`src/rtl/rgb_stream_packer_if.sv`:
```
// Pixel-side and VDMA-side buses for the RGB stream packer.
`timescale 1ns/1ps

interface pix_stream_if;
    logic [7:0] r;
    logic [7:0] g;
    logic [7:0] b;
    logic       valid;
    logic       sof;
    logic       eol;
    logic       in_stream_ready;

    modport master (
        output r,
        output g,
        output b,
        output valid,
        output sof,
        output eol,
        input  in_stream_ready
    );

    modport slave (
        input  r,
        input  g,
        input  b,
        input  valid,
        input  sof,
        input  eol,
        output in_stream_ready
    );
endinterface

interface axis_video_if;
    logic [31:0] out_stream_tdata;
    logic [3:0]  out_stream_tkeep;
    logic        out_stream_tlast;
    logic        out_stream_tuser;
    logic        out_stream_tvalid;
    logic        out_stream_tready;

    modport master (
        output out_stream_tdata,
        output out_stream_tkeep,
        output out_stream_tlast,
        output out_stream_tuser,
        output out_stream_tvalid,
        input  out_stream_tready
    );

    modport slave (
        input  out_stream_tdata,
        input  out_stream_tkeep,
        input  out_stream_tlast,
        input  out_stream_tuser,
        input  out_stream_tvalid,
        output out_stream_tready
    );
endinterface

```
`src/rtl/rgb_stream_packer.sv`:
```
// Packs 24-bit RGB pixels four-per-three into 32-bit AXI4-Stream words,
// carrying frame-start on tuser and line-end on tlast.
`timescale 1ns/1ps

module rgb_stream_packer #(
    parameter logic [7:0] PAD_BYTE = 8'h00
) (
    input  logic          aclk,
    input  logic          areset,
    pix_stream_if.slave   pix,
    axis_video_if.master  vid
);

    typedef enum logic {
        RUN,
        FLUSH
    } mode_t;

    mode_t       mode_q;
    mode_t       mode_n;
    logic [1:0]  phase_q;
    logic [1:0]  phase_n;
    logic [23:0] hold_q;
    logic [23:0] hold_n;
    logic        sof_pend_q;
    logic        sof_pend_n;
    logic        flush_two_q;
    logic        flush_two_n;

    logic [31:0] tdata_q;
    logic        tlast_q;
    logic        tuser_q;
    logic        tvalid_q;

    logic        free;
    logic        ready;
    logic        accept;
    logic [23:0] pixel;
    logic [1:0]  eff_phase;

    logic        emit;
    logic [31:0] word;
    logic        last;
    logic        user;

    assign free   = !tvalid_q || vid.out_stream_tready;
    assign ready  = free && (mode_q == RUN) && !areset;
    assign accept = pix.valid && ready;
    assign pixel  = {pix.r, pix.g, pix.b};

    // sof mid-group restarts packing, abandoning the partial bytes
    assign eff_phase = pix.sof ? 2'd0 : phase_q;

    assign pix.in_stream_ready = ready;

    always_comb begin
        mode_n      = mode_q;
        phase_n     = phase_q;
        hold_n      = hold_q;
        flush_two_n = flush_two_q;
        sof_pend_n  = sof_pend_q;
        emit        = 1'b0;
        word        = 32'h0;
        last        = 1'b0;
        user        = 1'b0;

        if (mode_q == FLUSH) begin
            if (free) begin
                emit    = 1'b1;
                last    = 1'b1;
                mode_n  = RUN;
                phase_n = 2'd0;
                if (flush_two_q) begin
                    word = {PAD_BYTE, PAD_BYTE, hold_q[15:0]};
                end else begin
                    word = {PAD_BYTE, PAD_BYTE, PAD_BYTE, hold_q[7:0]};
                end
            end
        end else if (accept) begin
            unique case (eff_phase)
                2'd0: begin
                    hold_n = pixel;
                    if (pix.eol) begin
                        emit    = 1'b1;
                        word    = {PAD_BYTE, pixel};
                        last    = 1'b1;
                        phase_n = 2'd0;
                    end else begin
                        phase_n = 2'd1;
                    end
                end
                2'd1: begin
                    emit   = 1'b1;
                    word   = {pixel[7:0], hold_q};
                    hold_n = {hold_q[23:16], pixel[23:8]};
                    if (pix.eol) begin
                        mode_n      = FLUSH;
                        flush_two_n = 1'b1;
                        phase_n     = 2'd0;
                    end else begin
                        phase_n = 2'd2;
                    end
                end
                2'd2: begin
                    emit   = 1'b1;
                    word   = {pixel[15:0], hold_q[15:0]};
                    hold_n = {hold_q[23:8], pixel[23:16]};
                    if (pix.eol) begin
                        mode_n      = FLUSH;
                        flush_two_n = 1'b0;
                        phase_n     = 2'd0;
                    end else begin
                        phase_n = 2'd3;
                    end
                end
                2'd3: begin
                    emit    = 1'b1;
                    word    = {pixel, hold_q[7:0]};
                    last    = pix.eol;
                    phase_n = 2'd0;
                end
            endcase
        end

        // a same-cycle sof can tag the word it produces (eol at phase 0)
        user = sof_pend_q || (accept && pix.sof);
        if (emit) begin
            sof_pend_n = 1'b0;
        end else if (accept && pix.sof) begin
            sof_pend_n = 1'b1;
        end
    end

    always_ff @(posedge aclk) begin
        if (areset) begin
            mode_q      <= RUN;
            phase_q     <= 2'd0;
            hold_q      <= 24'h0;
            sof_pend_q  <= 1'b0;
            flush_two_q <= 1'b0;
        end else begin
            mode_q      <= mode_n;
            phase_q     <= phase_n;
            hold_q      <= hold_n;
            sof_pend_q  <= sof_pend_n;
            flush_two_q <= flush_two_n;
        end
    end

    always_ff @(posedge aclk) begin
        if (areset) begin
            tvalid_q <= 1'b0;
            tdata_q  <= 32'h0;
            tlast_q  <= 1'b0;
            tuser_q  <= 1'b0;
        end else if (free) begin
            tvalid_q <= emit;
            if (emit) begin
                tdata_q <= word;
                tlast_q <= last;
                tuser_q <= user;
            end
        end
    end

    assign vid.out_stream_tdata  = tdata_q;
    assign vid.out_stream_tkeep  = 4'hF;
    assign vid.out_stream_tlast  = tlast_q;
    assign vid.out_stream_tuser  = tuser_q;
    assign vid.out_stream_tvalid = tvalid_q;

endmodule

```
`src/flat_wrapper.sv`:
```
// flat-port wrapper written by rule: the top's interface ports become plain ports
module rgb_stream_packer_flat 
#(
    parameter logic [7:0] PAD_BYTE = 8'h00
)
  (aclk, areset, pix_r, pix_g, pix_b, pix_valid, pix_sof, pix_eol, pix_in_stream_ready, vid_out_stream_tdata, vid_out_stream_tkeep, vid_out_stream_tlast, vid_out_stream_tuser, vid_out_stream_tvalid, vid_out_stream_tready);
  pix_stream_if pix_i ();
  axis_video_if vid_i ();
  input  logic aclk;
  input  logic areset;
  input wire logic [$bits(pix_i.r)-1:0] pix_r;
  input wire logic [$bits(pix_i.g)-1:0] pix_g;
  input wire logic [$bits(pix_i.b)-1:0] pix_b;
  input wire logic [$bits(pix_i.valid)-1:0] pix_valid;
  input wire logic [$bits(pix_i.sof)-1:0] pix_sof;
  input wire logic [$bits(pix_i.eol)-1:0] pix_eol;
  output wire logic [$bits(pix_i.in_stream_ready)-1:0] pix_in_stream_ready;
  output wire logic [$bits(vid_i.out_stream_tdata)-1:0] vid_out_stream_tdata;
  output wire logic [$bits(vid_i.out_stream_tkeep)-1:0] vid_out_stream_tkeep;
  output wire logic [$bits(vid_i.out_stream_tlast)-1:0] vid_out_stream_tlast;
  output wire logic [$bits(vid_i.out_stream_tuser)-1:0] vid_out_stream_tuser;
  output wire logic [$bits(vid_i.out_stream_tvalid)-1:0] vid_out_stream_tvalid;
  input wire logic [$bits(vid_i.out_stream_tready)-1:0] vid_out_stream_tready;
  assign pix_i.r = pix_r;
  assign pix_i.g = pix_g;
  assign pix_i.b = pix_b;
  assign pix_i.valid = pix_valid;
  assign pix_i.sof = pix_sof;
  assign pix_i.eol = pix_eol;
  assign pix_in_stream_ready = pix_i.in_stream_ready;
  assign vid_out_stream_tdata = vid_i.out_stream_tdata;
  assign vid_out_stream_tkeep = vid_i.out_stream_tkeep;
  assign vid_out_stream_tlast = vid_i.out_stream_tlast;
  assign vid_out_stream_tuser = vid_i.out_stream_tuser;
  assign vid_out_stream_tvalid = vid_i.out_stream_tvalid;
  assign vid_i.out_stream_tready = vid_out_stream_tready;
  rgb_stream_packer #(.PAD_BYTE(PAD_BYTE)) u_core (.aclk(aclk), .areset(areset), .pix(pix_i), .vid(vid_i));
endmodule
```
`config.mk`:
```
export PLATFORM = sky130hd
export DESIGN_NAME = rgb_stream_packer_flat
export DESIGN_NICKNAME = d
export VERILOG_FILES = /design/src/rtl/rgb_stream_packer_if.sv /design/src/rtl/rgb_stream_packer.sv /design/src/flat_wrapper.sv
export SDC_FILE = /design/constraint.sdc
export NUM_CORES = 1
export LEC_CHECK = 0
export ABC_AREA = 0
export BUFFER_PORTS_ARGS = -buffer_cell sky130_fd_sc_hd__buf_4
export CELL_PAD_IN_SITES_DETAIL_PLACEMENT = 1
export CELL_PAD_IN_SITES_GLOBAL_PLACEMENT = 1
export CORE_ASPECT_RATIO = 0.7
export CORE_MARGIN = 3
export CORE_UTILIZATION = 41
export CTS_CLUSTER_DIAMETER = 100
export CTS_CLUSTER_SIZE = 8
export DETAILED_ROUTE_END_ITERATION = 8
export PLACE_DENSITY = 0.91
export SLEW_MARGIN = 30
export SYNTH_ARGS = -nofsm -noshare
export SYNTH_HDL_FRONTEND = slang
export SYNTH_SLANG_ARGS = --single-unit
```
`constraint.sdc`:
```
create_clock -name aclk -period 3.3 [get_ports aclk]
set_input_delay 0.825 -clock aclk [delete_from_list [all_inputs] [get_ports aclk]]
set_output_delay 0.825 -clock aclk [all_outputs]
set_load 0.02 [all_outputs]
```
==> flow_metrics.tcl <==
set metrics [dict create \
    status "completed" \
    die_area_mm2 0.009653 \
    cts_resized 0 \
    power_density_mw_per_mm2 497.2 \
    synth_seq_area_share_pct 36.79 \
    insertedDiodeCount 0 \
    critPathKind "input port to flip-flop" \
    drive_above_1_share_pct 25.93 \
    skew_ns 0.006117 \
    required_ns 3.55 \
    post_cts_buffers 0 \
    leakage_nw 1.656 \
    first_iter_violations 441 \
    io_pins 70 \
    power_mw 2.145 \
    routabilityCongestion 0.8510 \
    cp_top_family "simple AND/OR/NAND/NOR gates" \
    critPathLaunchType "input port" \
    crit_buf_inv 2 \
    synth.area.top_cells "dfxtp_1 37%, a222oi_1 4.6%, a311oi_1 4.3%" \
    vias_per_cell 6.752 \
    remaining_drc_errors 0 \
    topRoutingLayerUsed "met4" \
    grt_pass1_vias 3830 \
    finalHoldViolations 0 \
    wl_met1_um 5407 \
    synthFlopType "dfxtp_1" \
    grt_overflow 0 \
    die_y_um 83.11 \
    clkTransAtPathRegs_ns 0.06 \
    synthTopCellsByCount "64 x dfxtp_1, 36 x nor2_1, 31 x clkbuf_1" \
    grtUsageTotal_pct 27.47 \
    die_w_um 116.2 \
    core-area_mm2 0.008040 \
    tightest_slew_ns 0.8806 \
    r2r_start "u_core.phase_q[1]" \
    final.period_utilization_pct 79.16 \
    crit_cells 7 \
    routed_wl_um 13010 \
    regToRegEndpoint "u_core.hold_q[22]" \
    first_pass_iters 7 \
    ys_types 42 \
    yosysMostFrequentCell "dfxtp_1" \
    cts_tree "built" \
    peakVddDrop_v 0.0002178 \
    ff2ff_path_depth 7 \
    synth_edf_count 0 \
    async_flop_share_pct 0 \
    clk_path_buf_depth 2 \
    grt_max_degree 64 \
    drv_slew 0 \
    rrSetupSlack_ns 1.00 \
    slowest_delay_ns 0.58 \
    crit_path_end "u_core.vid.out_stream_tdata[0]" \
    ys_warn_count 0 \
    crit_start "pix_sof" \
    routed-via-count 3754 \
    clkSinkCount 64 \
    rows 27 \
    hold_path.class "flip-flop to flip-flop" \
    finalSetupViolations 0 \
    final_nets 486 \
    netlist_instances 405 \
    clock_latency_ns 0.34 \
    cts-root-buf "clkbuf_16" \
    routedWlPerCell_um 23.40 \
    cp-end-kind "flip-flop" \
    max_slew_margin_pct 41.29 \
    drtAntennaViolNets 0 \
    antenna_found_initial 0 \
    initial_utilization_pct 43.31 \
    htree_levels 3 \
    cp_max_fo 25 \
    avgSynthCellArea_um2 8.598 \
    hold_buffers 0 \
    io_buffers 65 \
    dp_hpwl_um 8352 \
    dr_wl_met3_um 1180 \
    grt_pass1_wl_um 20710 \
    fin_setup_tns_ns 0 \
    rsz0062_at_grt "false" \
    path_cells "buf_4 > nand2b_1 > inv_1 > ha_2 > or3_1 > a32oi_1 > a211oi_1" \
    cts_made_buffers 9 \
    arrival_ns 2.86 \
    synth-seq-cells 64 \
    wl_met2_um 6172 \
    crit_slowest_cell "ha_2" \
    fmax_ghz 0.3828 \
    synth_top_area_share_pct 36.79 \
    min_period_ns 2.612 \
    area_delta_synth_final_pct 23.90 \
    drv_cap 0 \
    yosysTopAreaCell "dfxtp_1" \
    syn_area_mm2 0.003482 \
]
-- how the worst min path moves through the flow --
| stage | slack (ns) | endpoint | startpoint | cells after the start |
|---|---|---|---|---|
| floorplan | 0.43 | u_core.hold_q[17] | u_core.hold_q[17] | 2 |
| global placement | 0.44 | u_core.hold_q[16] | u_core.hold_q[16] | 2 |
| detailed placement | 0.45 | u_core.hold_q[22] | u_core.hold_q[22] | 2 |
| CTS | 0.45 | u_core.hold_q[22] | u_core.hold_q[22] | 2 |
| global route | 0.49 | u_core.hold_q[19] | u_core.hold_q[19] | 2 |
| finish | 0.46 | u_core.hold_q[22] | u_core.hold_q[22] | 2 |
-- where the power goes --
part | total (mW) | switching, mW | internal (mW) | leakage [nW]
sequential | 0.835 | 0.0256 | 0.810 | 0.523
combinational | 0.289 | 0.176 | 0.112 | 0.975
clock | 1.02 | 0.355 | 0.666 | 0.159
total | 2.14 | 0.557 | 1.59 | 1.66
-- cell usage in the layout, fill, tap and decap left out, types with 9 or more instances in the layout --
| cell type | n |
|---|---|
| buf_4 | 79 |
| dfxtp_1 | 63 |
| nor2_1 | 36 |
| a21oi_1 | 28 |
| nand3_1 | 25 |
| nor3_1 | 21 |
| nand2_1 | 17 |
| a311oi_1 | 17 |
| a222oi_1 | 16 |
| a32oi_1 | 16 |
| o211ai_1 | 15 |
| nand2b_1 | 13 |
| inv_1 | 11 |
| a211oi_1 | 9 |
| clkbuf_16 | 9 |
-- cell families (layout without fill, tap and decap cells) --
logic type	Yosys count	in the layout	synth area share, %
compound gates	125	125	28.13
fa+ha+maj	6	6	2.156
buf+inv	61	108	7.833
flops	64	64	36.79
mux	16	16	4.887
other cells	1	4	0.1077
simple gates	132	132	20.09
-- sequential cells by signal, indices dropped and copies added (netlist names) --
signal / count
u_core.flush_two_q: 1
u_core.hold_q: 24
u_core.mode_q: 1
u_core.phase_q: 2
u_core.sof_pend_q: 1
u_core.vid.out_stream_tdata: 32
u_core.vid.out_stream_tlast: 1
u_core.vid.out_stream_tuser: 1
u_core.vid.out_stream_tvalid: 1
-- worst register-to-register path, cell delays in order (launching register included) --
cell	delay (ns)
dfxtp_1	0.32
nand2b_1	0.18
inv_1	0.16
ha_1	0.28
nor2b_1	0.18
nand4_2	0.37
or3b_2	0.59
a21oi_1	0.14
-- through the flow --
step | utilization [%] | setup WS [ns] | instance area [um^2] | instances | hold WS, ns
2_1_floorplan | - | 0.6570 | 3493 | 408 | 0.4312
3_3_place_gp | 49.61 | 0.4058 | 3989 | 540 | 0.4376
3_5_place_dp | 49.64 | 0.05571 | 3991 | 540 | 0.4468
4_1_cts | 53.61 | 0.4021 | 4310 | 556 | 0.4537
5_1_grt | 53.66 | 0.5343 | 4314 | 556 | 0.4852
6_report | 53.66 | 0.6876 | 4314 | 556 | 0.4559
-- cell type report --
class / instances / area [um^2]
fillers: 946 / 3726
multi-input cells: 283 / 1944
flip-flops and latches: 64 / 1282
repair buffers: 79 / 593.1
clock buffers: 14 / 284.0
well taps: 101 / 126.4
inverters: 13 / 48.80
clock inverters: 2 / 35.03
-- per-layer routing --
| layer | up-vias | global-route usage [%] |
|---|---|---|
| met5 | - | 0 |
| met1 | 1885 | 35.43 |
| li1 | 1642 | - |
| met3 | 29 | 9.614 |
| met4 | 0 | 8.957 |
| met2 | 198 | 42.72 |
No activity file was read; power rests on OpenSTA's default activity.
